### config.mk
export PLATFORM = sky130hd
export DESIGN_NAME = display_scan_scheduler
export DESIGN_NICKNAME = d
export VERILOG_FILES = /design/src/rtl/display_scan_scheduler.sv
export SDC_FILE = /design/constraint.sdc
export NUM_CORES = 1
export LEC_CHECK = 0
export ABC_CLOCK_PERIOD_IN_PS = 3600
export CORE_ASPECT_RATIO = 2
export CORE_MARGIN = 2
export CORE_UTILIZATION = 25
export DETAILED_ROUTE_END_ITERATION = 10
export HOLD_SLACK_MARGIN = 0.02
export PLACE_DENSITY = 0.52
export RECOVER_POWER = 50
export REMOVE_ABC_BUFFERS = 1
export SETUP_SLACK_MARGIN = 0.05
export SYNTH_ARGS = -nofsm -noshare
export SYNTH_HDL_FRONTEND = slang
export SYNTH_SLANG_ARGS = --single-unit
export TNS_END_PERCENT = 5
### constraint.sdc
create_clock -name clock_100Mhz -period 3.6 [get_ports clock_100Mhz]
set_clock_uncertainty 0.05 [all_clocks]
set_input_delay 0.36 -clock clock_100Mhz [delete_from_list [all_inputs] [get_ports clock_100Mhz]]
set_output_delay 0.36 -clock clock_100Mhz [all_outputs]
set_load 0.03 [all_outputs]
### src/rtl/display_scan_scheduler.sv
// Eight-digit multiplexed 7-segment scan driver with a double-buffered display word.
// Optional macro LEADING_ZERO_BLANK_EN blanks leading zero digits (digit 0 stays lit).
module display_scan_scheduler #(
  parameter int REFRESH_DIV = 100000,
  parameter int CNT_W       = 17
) (
  input  logic        clock_100Mhz,
  input  logic        reset,
  input  logic        wr_valid,
  input  logic [31:0] wr_data,
  output logic        wr_ready,
  input  logic [7:0]  blank_mask,
  output logic [7:0]  Anode_Activate,
  output logic [6:0]  LED_out,
  output logic [2:0]  digit_sel,
  output logic        frame_done
);

  localparam logic [CNT_W-1:0] LAST = CNT_W'(REFRESH_DIV - 1);

  logic [CNT_W-1:0] prescaler_q, prescaler_d;
  logic [2:0]       digit_q, digit_d;
  logic [31:0]      display_q, display_d;
  logic [31:0]      pending_q, pending_d;
  logic             pending_full_q, pending_full_d;
  logic [7:0]       anode_q, anode_d;
  logic [6:0]       led_q, led_d;
  logic [2:0]       sel_q;
  logic             fdone_q;

  logic       tick, boundary, accept, blanked, lz_blank;
  logic [3:0] nibble;

  function automatic logic [6:0] seg(input logic [3:0] n);
    case (n)
      4'h0: seg = 7'h01;  4'h1: seg = 7'h4F;  4'h2: seg = 7'h12;  4'h3: seg = 7'h06;
      4'h4: seg = 7'h4C;  4'h5: seg = 7'h24;  4'h6: seg = 7'h20;  4'h7: seg = 7'h0F;
      4'h8: seg = 7'h00;  4'h9: seg = 7'h04;  4'hA: seg = 7'h08;  4'hB: seg = 7'h60;
      4'hC: seg = 7'h31;  4'hD: seg = 7'h42;  4'hE: seg = 7'h30;  default: seg = 7'h38;
    endcase
  endfunction

  assign wr_ready = ~pending_full_q & ~reset;
  assign tick     = (prescaler_q == LAST);
  assign boundary = tick && (digit_q == 3'd7);
  assign accept   = wr_valid && wr_ready;
  assign nibble   = display_q[{digit_q, 2'b00} +: 4];

  always_comb begin
    lz_blank = 1'b0;
`ifdef LEADING_ZERO_BLANK_EN
    lz_blank = (digit_q != 3'd0) && ((display_q >> {digit_q, 2'b00}) == 32'h0);
`endif
  end

  assign blanked = blank_mask[digit_q] | lz_blank;

  always_comb begin
    prescaler_d    = tick ? '0 : prescaler_q + CNT_W'(1);
    digit_d        = tick ? digit_q + 3'd1 : digit_q;
    display_d      = display_q;
    pending_d      = pending_q;
    pending_full_d = pending_full_q;
    // Commit only what was pending before this edge; a same-cycle accept waits a frame.
    if (boundary && pending_full_q) begin
      display_d      = pending_q;
      pending_full_d = 1'b0;
    end
    if (accept) begin
      pending_d      = wr_data;
      pending_full_d = 1'b1;
    end
    anode_d = blanked ? 8'hFF : ~(8'd1 << digit_q);
    led_d   = blanked ? 7'h7F : seg(nibble);
  end

  always_ff @(posedge clock_100Mhz) begin
    if (reset) begin
      prescaler_q    <= '0;
      digit_q        <= 3'd0;
      display_q      <= 32'h0;
      pending_q      <= 32'h0;
      pending_full_q <= 1'b0;
      anode_q        <= 8'hFF;
      led_q          <= 7'h7F;
      sel_q          <= 3'd0;
      fdone_q        <= 1'b0;
    end else begin
      prescaler_q    <= prescaler_d;
      digit_q        <= digit_d;
      display_q      <= display_d;
      pending_q      <= pending_d;
      pending_full_q <= pending_full_d;
      anode_q        <= anode_d;
      led_q          <= led_d;
      sel_q          <= digit_q;
      fdone_q        <= boundary;
    end
  end

  assign Anode_Activate = anode_q;
  assign LED_out        = led_q;
  assign digit_sel      = sel_q;
  assign frame_done     = fdone_q;

endmodule

After elaboration in Yosys (flattened, before gate mapping)
Memories as Yosys holds them, arrays and structs flattened. A register that Yosys moved wholly into a read port is not among the register bits. Index checks and enable logic that the tools add are counted.

Magnitude comparators: 1. Reduce and logical (&&, ||, !) cells: 6. Multiplexer cells: 4. Multiply operators: 0. Shifts and indexed selects: 2. Div/mod/pow operators: 0. Eq/ne operators: 2. Add/sub/neg operators: 2. Bitwise logic cells: 4.

Operators with widths (number): indexed part select 32 x 6 -> 4 bit (1); adder 17 x 1 -> 17 bit (second input constant) (1); equality test 17 bit (second input constant) (1); NOT 8 bit (1); left shift 1 x 3 -> 8 bit (first input constant) (1); less-than comparator 3 x 4 -> 1 bit (second input constant) (1); OR reduction 2 bit (2); adder 3 x 1 -> 3 bit (second input constant) (1); binary-select mux 1 bit (select 3 bit) (1); equality test 3 bit (second input constant) (1); logical AND 1 bit (3); two-way mux 1 bit (3); NOT 1 bit (2); nonzero test 2 bit (1); bitwise AND 1 bit (1).

Memory bits (read-only): 112. Logic and storage cells: 30. Latch bits: 0. Memories: 1. Memory bits (writable): 0. Bits of input ports: 43. Flip-flop bits (word level): 97. Output and inout bits: 20.

Memories: (no name shown) (depth 16, bits a word 7, read ports 1, clocked after memory_dff 1, write ports 0, line 35) `case (n)`.

Logic depth before layout (Yosys ltp)
Word-level depth: 5. Mapped depth: 9. Mapped depth without buffers: 8.

Worst setup path before layout
Ideal clock, no wire load.

Path kind: reg2reg. From: reg digit_q[0]. To: reg led_q[3] (netlist: LED_out[3]). Path slack: 1384 ps. Clock period less this slack: 2216 ps. Arrival: 2097 ps. Cell stages (with the launch flop): 9. Library setup time: 69 ps. Path buffers: 1. Data required time: 3481 ps. Cell sequence: dfxtp_1 > buf_6 > mux4_2 > mux2_2 > inv_1 > ha_1 > nor3_1 > a211oi_1 > o21ai_1.

Word-level cells in the longest chain between the ends: 3. Elaborated cells on any way between the ends: 4. Classes of those cells: shift (1); mux (2); reduce/logical (1).

Ends and longest elaborated chain: start: declaration (line 22) `logic [2:0] digit_q, digit_d;`; start signal: assignment (line 90) `digit_q <= digit_d;`; branches (longest 3 deep; another with indexed part select 32 x 6 -> 4 bit); end: declaration (line 27) `logic [6:0] led_q, led_d;`.

Several ways; the timed one is not identified. The select of a mux whose other input is x is not followed. A chain may end at the register's enable or synchronous reset.

Worst setup path after layout
Ends and elaborated chain as after synthesis.

==> results.yml <==
run_status:
  status: "complete, but fails checks"
  violations: "max-capacitance violations, max-slew violations"
detailed_routing:
  routedWlPerCell_um: 12.7
  avgViaCountPerCell: 4.40
  drc: 0
  postRouteAntennaNets: 0
  dr.pass1.iters: 4
  routed_wl_um: 9510
  drt_iter0_drc: 103
  via_count: 3308
synth:
  netlist_area_mm2: 0.00436
  ys_types: 45
  ys_seq_area_frac: 0.477
  synth.area.top_cells: "dfxtp_1, nand2_1, nand2b_1, a21oi_1, o21ai_0"
  ys_ff_latch: 104
  yosysTopAreaCell: "dfxtp_1"
  syn_avg_cell_area_um2: 8.96
  synth_top_area_frac: 0.477
  ys_warn_count: 0
  synth_cells: 487
timing:
  hold_viol: 0
  drv_slew: 65
  post-route-min-period_ps: 2780
  tns_ps: 0
  period_share: 0.772
  rsz0062_at_grt: "no"
  max_freq_ghz: 0.360
  setup_viol: 0
  slew_headroom: -0.185
  worst_slew_pin_slew_ps: 1780
floorplanning:
  dieArea_mm2: 0.0186
  core_mm2: 0.0172
  initial_utilization: 0.254
  pin_count: 63
  die_h_um: 191
  rows: 68
  die_width_um: 97.4
global_route:
  grt_max_degree: 65
  grt_pass1_wl_um: 16100
  grt_usage: 0.107
  grt.overflow.total: 0
  antenna_found_initial: 0
  grt_pass1_vias: 3394
clocking:
  cts_hold_buf: 0
  cts_setup_buffers: 0
  numCtsBuffers: 9
  h-tree-depth: 3
  cts_resized: 0
  clk_pin_slew_ps: 70
  cts.path.max_buffers: 2
  clk_latency_ps: 350
  cts_tree: "built"
  cts_root_buffer: "clkbuf_16"
  cts.sinks: 104
worst_setup_path:
  cp-start-kind: "register"
  rr_worst_depth: 9
  crit_path_start: "digit_q[0]"
  worst-path-max-fanout: 9
  crit_arrival_ps: 3010
  end_kind: "register"
  critPathKind: "reg -> reg"
  reg2reg_from: "digit_q[0]"
  required_ps: 3830
final_layout:
  areaGrowthSynthToFinish_pct: 23.8
  num_antenna_cells: 0
  drive_gt1_frac: 0.0647
  post-route-cell-area_mm2: 0.00540
  nNetsFinal: 592
  nFillCells: 1816
min_path:
  hold_path_startpoint: "display_q[31]"
  min_path_cells: 2
  hold_path_class: "reg -> reg"
power:
  ir_drop_v: 0.000202
  p_leak_nw: 1.89
  p_per_area_mw_per_mm2: 421
placed_design:
  port-buffer-count: 62
  dp_hpwl_um: 7010
  place.gp.congestion: 0.772
  placed_area_mm2: 0.00513
flow_run:
  cap_violations: 1
[power by group]
part	switching, mW	total, mW	internal [mW]	leakage (nW)
registers	0.0178	1.20	1.18	0.846
logic	0.0613	0.132	0.0711	0.904
clock network	0.458	0.940	0.482	0.135
total	0.537	2.27	1.74	1.89
[layout by cell type (no fill, tap or decap), drive strengths merged, types with 2 or more instances in the layout]
master / instances
or3: 3
nand2: 111
nor2: 30
and3: 3
mux2: 3
xor2: 9
clkdlybuf4s50: 41
nor4b: 2
a211oi: 3
clkinvlp: 2
o21ai: 36
clkinv: 4
buf: 5
or2: 2
nand4: 5
nor3: 6
clkbuf: 11
and2: 2
o221ai: 5
ha: 13
dfxtp: 104
dlygate4sd3: 20
nand3: 9
and4: 3
xnor2: 5
mux4: 8
mux2i: 7
inv: 12
nand2b: 33
a21oi: 37
[Yosys cell counts (all sizes together)]
cell	number
buf	11
a211oi	3
or2b	1
and2b	1
and4b	1
inv	10
and2	2
clkinv	1
or2	2
nor3b	1
o22ai	1
o21ai	36
mux2i	7
a21oi	37
a22o	1
nor3	6
xnor2	5
clkbuf	19
ha	13
nor2	30
dfxtp	104
nand2	111
and4	3
nand4	5
xor2	9
and3	3
o221ai	5
mux4	8
mux2	3
nand2b	33
or3	3
nand3	9
nor4b	2
o31ai	1
[state kept, by name, summed over array words and instances, names as in the netlist]
name / count
digit_q: 3
Anode_Activate: 8
pending_q: 32
digit_sel: 3
frame_done: 1
LED_out: 7
display_q: 32
pending_full_q: 1
prescaler_q: 17
[metrics by stage]
step | setup slack [ps] | hold WS (ps) | power, mW | instances | util
after floorplan | 1030 | 371 | 1.28 | 457 | -
after global placement | 1210 | 384 | 1.36 | 735 | 0.298
after detailed placement | 1150 | 393 | 1.36 | 735 | 0.298
after CTS | 1100 | 402 | 2.31 | 751 | 0.315
after global routing | 600 | 424 | 2.37 | 751 | 0.314
final | 820 | 398 | 2.27 | 751 | 0.314
[logic make-up after synthesis]
kind of cell    synth area share
simple gates               0.231
flops                      0.477
compound gates             0.110
buf+inv                   0.0465
mux                       0.0703
xor+xnor                  0.0281
fa+ha+maj                 0.0373
[cell type report]
cell class / count / area, µm² / share of cell area
clock buffer: 9 / 225 / 0.0417
clock inverter: 7 / 66.3 / 0.0123
inverter: 11 / 41.3 / 0.00764
multi-input combinational: 342 / 2070 / 0.384
sequential: 104 / 2080 / 0.385
tap: 210 / 263 / 0.0486
timing repair buffer: 68 / 653 / 0.121
[worst paths after layout]
kind                   end  slack, ps
min          display_q[31]        400
min reg2reg  display_q[31]        400
max reg2reg     LED_out[3]        820
max             LED_out[3]        820
[routing by layer]
layer | share of wire | GRT usage | wire length [µm] | vias to the layer above
met5 | 0 | 0 | 0 | -
met3 | 0.044 | 0.0194 | 423 | 12
met2 | 0.51 | 0.188 | 4830 | 67
met4 | 0.021 | 0.0507 | 198 | 0
li1 | - | - | - | 1728
met1 | 0.43 | 0.124 | 4050 | 1501
[critical path, stage by stage (launching register included)]
cell      delay (ps)
dfxtp_1          500
clkbuf_1         480
mux4_1           630
nand2_1           80
nand2_1          150
inv_1            150
ha_1             260
nor3_1           200
a211oi_1          80
o21ai_1          130
(Power assumes the default switching activity.)
